===== config.mk =====
export PLATFORM = sky130hd
export DESIGN_NAME = scan_seq_4
export DESIGN_NICKNAME = d
export VERILOG_FILES = /design/src/rtl/scan_pkg.sv /design/src/rtl/scan_dwell_cnt.sv /design/src/rtl/scan_seq_4.sv
export SDC_FILE = /design/constraint.sdc
export NUM_CORES = 1
export LEC_CHECK = 0
export CAP_MARGIN = 5
export CORE_MARGIN = 4
export CORE_UTILIZATION = 33
export DETAILED_ROUTE_END_ITERATION = 8
export GPL_ROUTABILITY_DRIVEN = 0
export PLACE_DENSITY = 0.62
export SETUP_SLACK_MARGIN = 0.02
export SLEW_MARGIN = 10
export SYNTH_ARGS = -nofsm -noshare
export SYNTH_HDL_FRONTEND = slang
export SYNTH_SLANG_ARGS = --single-unit

===== constraint.sdc =====
create_clock -name clk -period 2.5 [get_ports clk]
set_input_delay 0.25 -clock clk [delete_from_list [all_inputs] [get_ports clk]]
set_output_delay 0.25 -clock clk [all_outputs]
set_load 0.02 [all_outputs]

===== src/rtl/scan_pkg.sv =====
// Shared definitions for the 4-bit scan sequencer: state encoding, code width
// and the two terminal codes, plus small helpers for code stepping.
package scan_pkg;

    typedef enum logic [1:0] {
        ST_IDLE  = 2'd0,
        ST_DWELL = 2'd1,
        ST_DONE  = 2'd2
    } scan_state_t;

    localparam int          CODE_W   = 4;
    localparam logic [3:0]  CODE_MIN = 4'd0;
    localparam logic [3:0]  CODE_MAX = 4'd15;

    // Last code of a pass in the given direction (dir=1 counts down).
    function automatic logic is_terminal(input logic [3:0] code, input logic dir);
        logic term_s;
        if (dir) begin
            term_s = (code == CODE_MIN);
        end else begin
            term_s = (code == CODE_MAX);
        end
        return term_s;
    endfunction

    // Next code in the scan direction; wraps modulo 16.
    function automatic logic [3:0] next_code(input logic [3:0] code, input logic dir);
        logic [3:0] nxt_s;
        if (dir) begin
            nxt_s = code - 4'd1;
        end else begin
            nxt_s = code + 4'd1;
        end
        return nxt_s;
    endfunction

    // First code of a pass in the given direction.
    function automatic logic [3:0] first_code(input logic dir);
        logic [3:0] fc_s;
        if (dir) begin
            fc_s = CODE_MAX;
        end else begin
            fc_s = CODE_MIN;
        end
        return fc_s;
    endfunction

endpackage


===== src/rtl/scan_dwell_cnt.sv =====
// Dwell down-counter: loadable, clearable, stops at zero and flags it.
module scan_dwell_cnt #(
    parameter int DWELL_W = 4
) (
    input  logic               clk,
    input  logic               rst,
    input  logic               clr,
    input  logic               load,
    input  logic [DWELL_W-1:0] load_val,
    input  logic               dec,
    output logic [DWELL_W-1:0] count,
    output logic               zero
);

    logic [DWELL_W-1:0] count_r;

    // Counter register: clear beats load, load beats decrement; never wraps below zero.
    always_ff @(posedge clk or posedge rst) begin
        if (rst) begin
            count_r <= {DWELL_W{1'b0}};
        end else if (clr) begin
            count_r <= {DWELL_W{1'b0}};
        end else if (load) begin
            count_r <= load_val;
        end else if (dec && (count_r != {DWELL_W{1'b0}})) begin
            count_r <= count_r - {{(DWELL_W-1){1'b0}}, 1'b1};
        end else begin
            count_r <= count_r;
        end
    end

    assign count = count_r;
    assign zero  = (count_r == {DWELL_W{1'b0}});

endmodule


===== src/rtl/scan_seq_4.sv =====
// 4-bit code scanner: steps {X,Y,Z,W} through 0..15 (or 15..0), holding each
// code for dwell+1 cycles, in single-pass or continuous mode.
module scan_seq_4
    import scan_pkg::*;
#(
    parameter int DWELL_W = 4
) (
    input  logic               clk,
    input  logic               rst,
    input  logic               start,
    input  logic               stop,
    input  logic               mode,
    input  logic               dir,
    input  logic [DWELL_W-1:0] dwell,
    output logic               X,
    output logic               Y,
    output logic               Z,
    output logic               W,
    output logic               valid,
    output logic               step,
    output logic               done,
    output logic               busy
);

    scan_state_t        state_r;
    logic [3:0]         code_r;
    logic               valid_r;
    logic               step_r;
    logic               done_r;
    logic               busy_r;
    logic               mode_r;
    logic               dir_r;
    logic [DWELL_W-1:0] dwell_r;

    logic               cnt_clr_s;
    logic               cnt_load_s;
    logic [DWELL_W-1:0] cnt_load_val_s;
    logic               cnt_dec_s;
    logic [DWELL_W-1:0] cnt_count_s;
    logic               cnt_zero_s;
    logic               advance_s;
    logic               accept_s;

    // A start is only honoured in IDLE and only when stop is not also asserted.
    assign accept_s  = start & ~stop;
    // Continuous mode wraps past the terminal code instead of finishing.
    assign advance_s = mode_r | ~is_terminal(code_r, dir_r);

    scan_dwell_cnt #(
        .DWELL_W (DWELL_W)
    ) u_dwell_cnt (
        .clk      (clk),
        .rst      (rst),
        .clr      (cnt_clr_s),
        .load     (cnt_load_s),
        .load_val (cnt_load_val_s),
        .dec      (cnt_dec_s),
        .count    (cnt_count_s),
        .zero     (cnt_zero_s)
    );

    // Dwell counter control derived from the current state and inputs.
    always_comb begin
        cnt_clr_s      = 1'b0;
        cnt_load_s     = 1'b0;
        cnt_load_val_s = dwell_r;
        cnt_dec_s      = 1'b0;
        case (state_r)
            ST_IDLE: begin
                if (accept_s) begin
                    cnt_load_s     = 1'b1;
                    cnt_load_val_s = dwell;
                end else begin
                    cnt_clr_s = 1'b1;
                end
            end
            ST_DWELL: begin
                if (stop) begin
                    cnt_clr_s = 1'b1;
                end else if (cnt_zero_s) begin
                    if (advance_s) begin
                        cnt_load_s = 1'b1;
                    end else begin
                        cnt_load_s = 1'b0;
                    end
                end else begin
                    cnt_dec_s = 1'b1;
                end
            end
            ST_DONE: begin
                cnt_clr_s = 1'b1;
            end
            default: begin
                cnt_clr_s = 1'b1;
            end
        endcase
    end

    // Scan FSM with code register and registered status outputs.
    always_ff @(posedge clk or posedge rst) begin
        if (rst) begin
            state_r <= ST_IDLE;
            code_r  <= CODE_MIN;
            valid_r <= 1'b0;
            step_r  <= 1'b0;
            done_r  <= 1'b0;
            busy_r  <= 1'b0;
            mode_r  <= 1'b0;
            dir_r   <= 1'b0;
            dwell_r <= {DWELL_W{1'b0}};
        end else begin
            case (state_r)
                ST_IDLE: begin
                    step_r <= 1'b0;
                    done_r <= 1'b0;
                    if (accept_s) begin
                        state_r <= ST_DWELL;
                        code_r  <= first_code(dir);
                        mode_r  <= mode;
                        dir_r   <= dir;
                        dwell_r <= dwell;
                        valid_r <= 1'b1;
                        busy_r  <= 1'b1;
                    end else begin
                        state_r <= ST_IDLE;
                        code_r  <= CODE_MIN;
                        valid_r <= 1'b0;
                        busy_r  <= 1'b0;
                    end
                end
                ST_DWELL: begin
                    if (stop) begin
                        state_r <= ST_IDLE;
                        code_r  <= CODE_MIN;
                        valid_r <= 1'b0;
                        step_r  <= 1'b0;
                        done_r  <= 1'b0;
                        busy_r  <= 1'b0;
                    end else if (cnt_zero_s) begin
                        if (advance_s) begin
                            code_r <= next_code(code_r, dir_r);
                            step_r <= 1'b1;
                        end else begin
                            // Terminal code reached in single-pass mode: code holds.
                            state_r <= ST_DONE;
                            valid_r <= 1'b0;
                            step_r  <= 1'b0;
                            done_r  <= 1'b1;
                        end
                    end else begin
                        step_r <= 1'b0;
                    end
                end
                ST_DONE: begin
                    state_r <= ST_IDLE;
                    code_r  <= CODE_MIN;
                    valid_r <= 1'b0;
                    step_r  <= 1'b0;
                    done_r  <= 1'b0;
                    busy_r  <= 1'b0;
                end
                default: begin
                    state_r <= ST_IDLE;
                    code_r  <= CODE_MIN;
                    valid_r <= 1'b0;
                    step_r  <= 1'b0;
                    done_r  <= 1'b0;
                    busy_r  <= 1'b0;
                end
            endcase
        end
    end

    assign X     = code_r[3];
    assign Y     = code_r[2];
    assign Z     = code_r[1];
    assign W     = code_r[0];
    assign valid = valid_r;
    assign step  = step_r;
    assign done  = done_r;
    assign busy  = busy_r;

endmodule

==> flow_summary.yaml <==
run_status:
  status: "complete, no violations"
place:
  port_buffers: 17
  hpwl_um: 1454
logic_synthesis:
  async_reset_ff_share_pct: 100.0
  synth_common_cells: "dfrtp_1 (19), nand2_1 (8), nor2_1 (7)"
  synth.top_cell.area_share_pct: 47.44
  synth-edff-count: 0
  ys_seq_area_share_pct: 47.44
  netlist_area_um2: 1002
  synth-warning-count: 0
  synth_most_common_cell: "dfrtp_1"
  synth_area_leader_cell: "dfrtp_1"
  synth.area.top_cells: "dfrtp_1 (47%), mux2_2 (5.6%), mux2i_1 (4.0%)"
  synth_fp_nets: 99
  ys_ff_latch: 19
  syn_avg_cell_area_um2: 11.79
  synth-main-ff-cell: "dfrtp_1"
  syn_inst: 85
  synth.distinct_cells: 34
worst_setup_path:
  crit_chain: "or4_4 -> o22ai_4 -> a21oi_1 -> nor2_2 -> o21ai_1"
  cp-start-kind: "flop"
  cpLargestDelayFamily: "simple AND/OR/NAND/NOR gates"
  max_stage_delay_ps: 580
  timing.critical_path.buf_inv: 0
  crit_slowest_cell: "or4_4"
  worst_setup_path_end_kind: "flop"
  worstSetupPathType: "flop to flop"
  critPathMaxFanout: 7
  cp.required_ps: 2680
  critPathArrivalTime_ps: 2080
global_route:
  grt_overflow: 0
  antenna_found_initial: 0
  grt_use_total_pct: 9.637
  grt_pass1_wl_um: 3194
  grt_pass1_vias: 736
  grt_max_degree: 20
detailed_routing:
  vias: 701
  drc: 0
  route.antenna.remaining_nets: 0
  routedWlPerCell_um: 13.29
  wirelength_um: 1848
  vias_per_cell: 5.043
  drtIter0Drc: 38
  drt_first_pass_iters: 4
floorplanning:
  core_um2: 2829
  start_util_pct: 35.43
  die_h_um: 63.11
  die_area_um2: 3983
  pin_count: 18
  rows: 19
  die_w_um: 63.11
power:
  power_density_nw_per_um2: 813.2
  ir_drop_v: 0.0004154
  leakagePower_nw: 0.5648
finish:
  drive_gt1_share_pct: 19.44
  n_antenna_cell: 0
  final_nets: 123
  nFillCells: 282
  areaGrowthSynthToFinish_pct: 24.97
sta:
  period_needed_ps: 1906
  clock.fmax_mhz: 524.8
  slew_violations: 0
  tns_ps: 0
  tightest_slew_ps: 714.0
  clock_skew_ps: 2.718
  period_share_pct: 76.22
  rsz0062_at_grt: "false"
  slew-limit-headroom_pct: 52.35
  setup_viol: 0
  finalHoldViolCount: 0
  whs_ps: 365.2
clock_tree:
  clk_pin_slew_worst_paths_ps: 100
  postCtsSetupBuffers: 0
  cts_made_buffers: 3
  cts_resized: 0
  cts.sinks: 19
  h-tree-depth: 1
  clockBufferDepth: 2
  cts_tree: "done"
  insertion_delay_ps: 290
  cts-root-buf: "clkbuf_4"
  holdBufCountCts: 0
flow_run:
  cap_viol_max_count: 0
worst_hold_path:
  hold_class: "primary input to asynchronous set/reset pin"
-- flip-flops by register name, indices dropped and copies added (netlist names) --
name               count
busy                   1
code_r                 4
dir_r                  1
done                   1
dwell_r                4
mode_r                 1
state_r                1
step                   1
u_dwell_cnt.count      4
valid                  1
-- worst paths after layout --
path / from / endpoint / slack, ps / depth (start not counted)
worst max-delay path: code_r[0] / u_dwell_cnt.count[0] / 590 / 5
worst min-delay path: rst / dwell_r[0] / 370 / 2
worst max register to register: code_r[0] / u_dwell_cnt.count[0] / 590 / 5
worst min register to register: busy / busy / 490 / 1
max in group asynchronous: rst / code_r[3] / 1690 / 2
min in group clk: busy / busy / 490 / 1
-- per-layer routing --
metal | track usage [%] | part of all wire, %
met5 | 0 | 0
met1 | 11.47 | 45
met3 | 1.776 | 3.5
met4 | 2.479 | 0
met2 | 17.65 | 52
-- kinds of logic after synthesis --
logic type | Yosys count | share of synthesized area (%)
compound gates | 18 | 14.98
simple gates | 25 | 16.48
mux | 9 | 9.613
fa+ha+maj | 4 | 5.743
xor+xnor | 4 | 3.496
flops | 19 | 47.44
buf+inv | 6 | 2.247
-- layout make-up --
| class | instances | area, um2 | area share [%] |
|---|---|---|---|
| Multi-Input combinational cell | 60 | 504.2 | 40.26 |
| Sequential cell | 19 | 475.5 | 37.96 |
| Timing Repair Buffer | 19 | 185.2 | 14.79 |
| Tap cell | 31 | 38.79 | 3.097 |
| Clock buffer | 4 | 26.28 | 2.098 |
| Inverter | 6 | 22.52 | 1.798 |
-- layout by cell type, fill, tap and decap left out, types with 2 or more instances in the layout --
cell type / instances
dfrtp_1: 19
clkdlybuf4s50_1: 17
nand2_1: 8
nor2_1: 7
inv_1: 6
mux2_2: 5
mux2i_1: 4
xor2_1: 3
ha_1: 3
clkbuf_4: 3
a21oi_1: 2
o21ai_1: 2
a31oi_1: 2
a21o_1: 2
buf_4: 2
-- through the flow --
step / power [mW] / utilization [%] / worst slack, ps / instances / cell area, um2
after floorplan: 0.7450 / - / 677.0 / 85 / 1002
after global placement: 0.8693 / 43.34 / 548.3 / 135 / 1226
after detailed placement: 0.8819 / 43.34 / 478.4 / 135 / 1226
after CTS: 1.038 / 44.27 / 579.9 / 139 / 1252
after global routing: 1.097 / 44.27 / 478.8 / 139 / 1252
final: 1.018 / 44.27 / 594.4 / 139 / 1252
-- where the power goes --
| part | total (mW) | switching [mW] | leakage [nW] | internal, mW |
|---|---|---|---|---|
| clock network | 0.150 | 0.0885 | 0.0150 | 0.0619 |
| logic | 0.424 | 0.207 | 0.306 | 0.217 |
| registers | 0.444 | 0.0687 | 0.244 | 0.375 |
| total | 1.02 | 0.364 | 0.565 | 0.654 |
Power figures use the tool's default switching activity.
==> RTL change 1, RTL diff (same flow settings) <==
Encoding of `scan_state_t`: now one-hot (3 bits for 3 states).
--- a/src/rtl/scan_pkg.sv
+++ b/src/rtl/scan_pkg.sv
@@ -4,6 +4,6 @@
 
-    typedef enum logic [1:0] {
-        ST_IDLE  = 2'd0,
-        ST_DWELL = 2'd1,
-        ST_DONE  = 2'd2
+    typedef enum logic [2:0] {
+        ST_IDLE  = 3'b001,
+        ST_DWELL = 3'b010,
+        ST_DONE  = 3'b100
     } scan_state_t;
Function: same outputs for any inputs over 10 cycles, from zero or initial values and one cycle with rst high; not proved beyond that.
==> RTL change 1 against the original RTL <==
- setup slack worse by 140 ps
- cell area is 6.3% higher
- clock skew hardly changed
- critical path depth stayed put
- wire length is 14% higher
- count of clock-buffer cells in the layout is 1 lower
- sequential cell count is 2 higher
- area after synthesis is 6.1% higher
- hold slack better by 4.7 ps
Power is not compared: it rests on default switching activity, and its combinational part moved more than twofold at a synthesized area within 25%.
==> RTL change 1: results (changes against the original RTL) <==
* Status: finished, final reports clean
* TritonCTS sink count at 21 (+2)
* Syn nets at 106 (+7.1%)
* Post-synthesis sequential area ratio at 0.495 (+0.0209)
* Max incr delay on CP at 520 ps (-60 ps)
* FF/Latch Area at 527 µm² (+11%)
* Highest Signal Layer: met4
* Layout fillers at 311 (+10%)
* Crit Path Max Fanout at 8 (+1)
* Multi-input gates at 65 (+8.3%)
* GRT Resource Usage Total at 0.111 (+0.0145)
* Final clock-cell share at 0.0207 (-0.000302)
* DP Area at 1300 µm² (+6.3%)
* Initial drt markers at 23 (-39%)
* Nets at 130 (+5.7%)
* Met3 Track Usage GR at 0.0451 (+0.0273)
* Place WS at 380 ps (-98.1 ps)
* WL/cell at 13.2 µm (-0.70%)
* Worst-Skew Late Latency at 310 ps (+20 ps)
* Dpl cells at 155 (+15%)
* Global-route wire length before repair at 3530 µm (+11%)
* Synth Area in Compound Gates at 0.139 (-0.0110)
* CP top delay family: compound AO/OA/AOI/OAI gates
* Post-Synth XOR/XNOR Area at 0.0329 (-0.00202)
* Worst-path clk slew at 120 ps (+20 ps)
* Met2 Usage GRT at 0.190 (+0.0137)
* Met1 usage at 0.128 (+0.0132)
* Metal2 WL at 1150 µm (+19%)
* Relative slew slack at 0.484 (-0.0390)
* Multi-input combinational area share at 0.386 (-0.0163)
* Post-DP HPWL at 1660 µm (+14%)
* Mux cell area share after synthesis at 0.0929 (-0.00319)
* Worst clock skew at 2.73 ps (+0.00836 ps)
* Non-clock buffers, area share at 0.139 (-0.00875)
* Worst path arrival time at 2260 ps (+180 ps)
* Hold slack at 370 ps (+4.68 ps)
* Vias in the first global route at 759 (+3.1%)
* Mean Syn Cell Area at 11.6 µm² (-2.0%)
* Worst r2r dst: u_dwell_cnt.count[1]
* Most frequent cells after synthesis: 20 x dfrtp_1, 10 x nand2_1, 6 x inv_1
* Syn Std Cell Area at 1060 µm² (+6.1%)
* Post-Synth Adder-Cell Area at 0.0541 (-0.00331)
* DRT Pass-1 Iters at 3 (-1)
* Top post-synthesis cells by area: dfrtp_1 47%, mux2_2 5.3%, ha_1 3.5%
* Synth-to-Final Area Change at 25.2%
* Layout cell share with drive strength beyond 1 at 0.183 (-0.0118)
* Met1 wire length at 847 µm (+2.9%)
* Synth cell types at 37 (+8.8%)
[RTL change 1: how the worst max path moves through the flow]
stage	slack, ps	startpoint	cells after the start	to
2_1_floorplan	410	u_dwell_cnt.count[0]	7	u_dwell_cnt.count[0]
3_3_place_gp	450	start	6	u_dwell_cnt.count[0]
3_5_place_dp	380	stop	6	u_dwell_cnt.count[1]
4_1_cts	430	code_r[0]	5	u_dwell_cnt.count[1]
5_1_grt	180	u_dwell_cnt.count[0]	8	code_r[3]
6_report	460	code_r[0]	5	u_dwell_cnt.count[1]
[RTL change 1: cells by family (layout without fill, tap and decap cells)]
| logic type | after synthesis | in the layout |
|---|---|---|
| and+or+nand+nor | 30 | 30 |
| buffers and inverters | 6 | 29 |
| muxes | 9 | 9 |
| adders and majority gates | 4 | 4 |
| xor gates and xnor gates | 4 | 4 |
| DFF | 21 | 21 |
| AOI/OAI and AO/OA | 18 | 18 |
==> RTL change 2, RTL diff (same settings) <==
Made on the original files. `DWELL_W` is set to 4 in 2 places; all go to 3.
--- a/src/rtl/scan_dwell_cnt.sv
+++ b/src/rtl/scan_dwell_cnt.sv
@@ -2,3 +2,3 @@
 module scan_dwell_cnt #(
-    parameter int DWELL_W = 4
+    parameter int DWELL_W = 3
 ) (
--- a/src/rtl/scan_seq_4.sv
+++ b/src/rtl/scan_seq_4.sv
@@ -5,3 +5,3 @@
 #(
-    parameter int DWELL_W = 4
+    parameter int DWELL_W = 3
 ) (
Ports: changed (resized dwell); port bits go from 18 to 17. No check against the original RTL was run, so the function may have changed too.
==> RTL change 2 against the original RTL <==
- power shrank 9.1%
- wire length increased by 10%
- first-iteration DRC count fell by 47%
- setup slack improved by 21 ps
- critical path depth unchanged
- sequential cell count is 2 lower
- cell area decreased by 8.6%
- area after synthesis is 6.9% lower
- sequential share of layout area fell by 0.80 points
- synthesized cell count rose by 13%
- highest routed layer is now met4
==> RTL change 2: results (changes against the original RTL) <==
* Global-route wire length before repair at 3550 µm (+11%)
* Post-synthesis sequential area ratio at 0.456 (-0.0186)
* Final WL at 2040 µm (+10%)
* Layout Cells excl Fill at 145 (+4.3%)
* Max incr delay on CP at 490 ps (-90 ps)
* Post-DP HPWL at 1540 µm (+6.0%)
* Hold slack at 325 ps (-40.6 ps)
* Vias in the first global route at 778 (+5.7%)
* Relative slew slack at 0.571 (+0.0476)
* Most frequent cells after synthesis: 22 x nand2_1, 17 x dfrtp_1, 5 x nor2_1, 5 x nor3_1, 5 x o21ai_0
* Via Count at 771 (+10%)
* CP top delay family: simple AND/OR/NAND/NOR gates
* Crit Path Max Fanout at 9 (+2)
* Status: finished, final reports clean
* Worst r2r dst: code_r[3]
* Worst clock skew at 7.12 ps (+4.40 ps)
* Leakage power at 0.516 nW (-8.7%)
* Synth cell types at 32 (-5.9%)
* Top post-synthesis cells by area: dfrtp_1 46%, nand2_1 8.8%, ha_1 5.4%
* Initial drt markers at 20 (-47%)
* Final cycle utilization of the critical path at 0.754 (-0.00854)
* Util after Layout at 0.419 (-0.0240)
* Place WS at 452 ps (-26.8 ps)
* CP max stage cell: dfrtp_1
* Mean Syn Cell Area at 9.72 µm² (-18%)
* Largest net degree at the start of global routing at 18 (-10%)
* Syn nets at 110 (+11%)
* GRT Resource Usage Total at 0.128 (+0.0320)
* Layout fillers at 264 (-6.4%)
* IO Port Bufs at 16 (-1)
* Layout cell share with drive strength beyond 1 at 0.105 (-0.0892)
* Max VDD drop at 0.419 mV (+0.99%)
==> RTL change 2: cell types whose count changed after synthesis, sizes merged, moves of 3 or more <==
| cell | before | now |
|---|---|---|
| nor3 | 1 | 5 |
| nand2 | 8 | 22 |
| mux2 | 5 | 0 |
| xor2 | 3 | 0 |
| nor2 | 8 | 5 |
| and2 | 0 | 4 |
==> RTL change 2: kinds of logic (layout without fill, tap and decap cells) <==
family / count (synthesis) / count (layout) / synth area share
flip-flops: 17 / 17 / 0.456
adder cells (fa/ha/maj): 5 / 5 / 0.0751
buffers and inverters: 6 / 24 / 0.0322
AO/OA/AOI/OAI: 14 / 14 / 0.105
AND/OR/NAND/NOR: 48 / 48 / 0.271
multiplexers: 4 / 4 / 0.0429
XOR/XNOR: 2 / 2 / 0.0188
==> RTL change 2: worst min-delay path by stage <==
stage	from	to	cells after the start
after floorplan	rst	busy	1
after global placement	dwell_r[0]	dwell_r[0]	2
after detailed placement	dwell_r[0]	dwell_r[0]	2
after CTS	rst	code_r[1]	2
after global routing	rst	code_r[1]	2
final	rst	code_r[3]	2
==> RTL change 2: layer usage <==
layer | share of wire | global-route usage | up-vias | wire, µm
met5 | 0 | 0 | - | 0
met4 | 0.021 | 0.0650 | 0 | 43
met3 | 0.046 | 0.0189 | 5 | 93
met2 | 0.46 | 0.210 | 22 | 929
met1 | 0.48 | 0.164 | 372 | 968
li1 | - | - | 372 | -
==> RTL change 2: power breakdown <==
group	switching (W)	internal [W]
sequential	0.0000640	0.000329
combinational	0.000206	0.000176
clock	0.0000911	0.0000597
total	0.000361	0.000564
==> RTL change 2: area by class of cell <==
cell class                 count  share of cell area
tap                           31              0.0339
clock inverter                 1             0.00437
timing repair buffer          16               0.140
clock buffer                   3              0.0197
inverter                       4              0.0131
multi-input combinational     73               0.417
sequential                    17               0.372
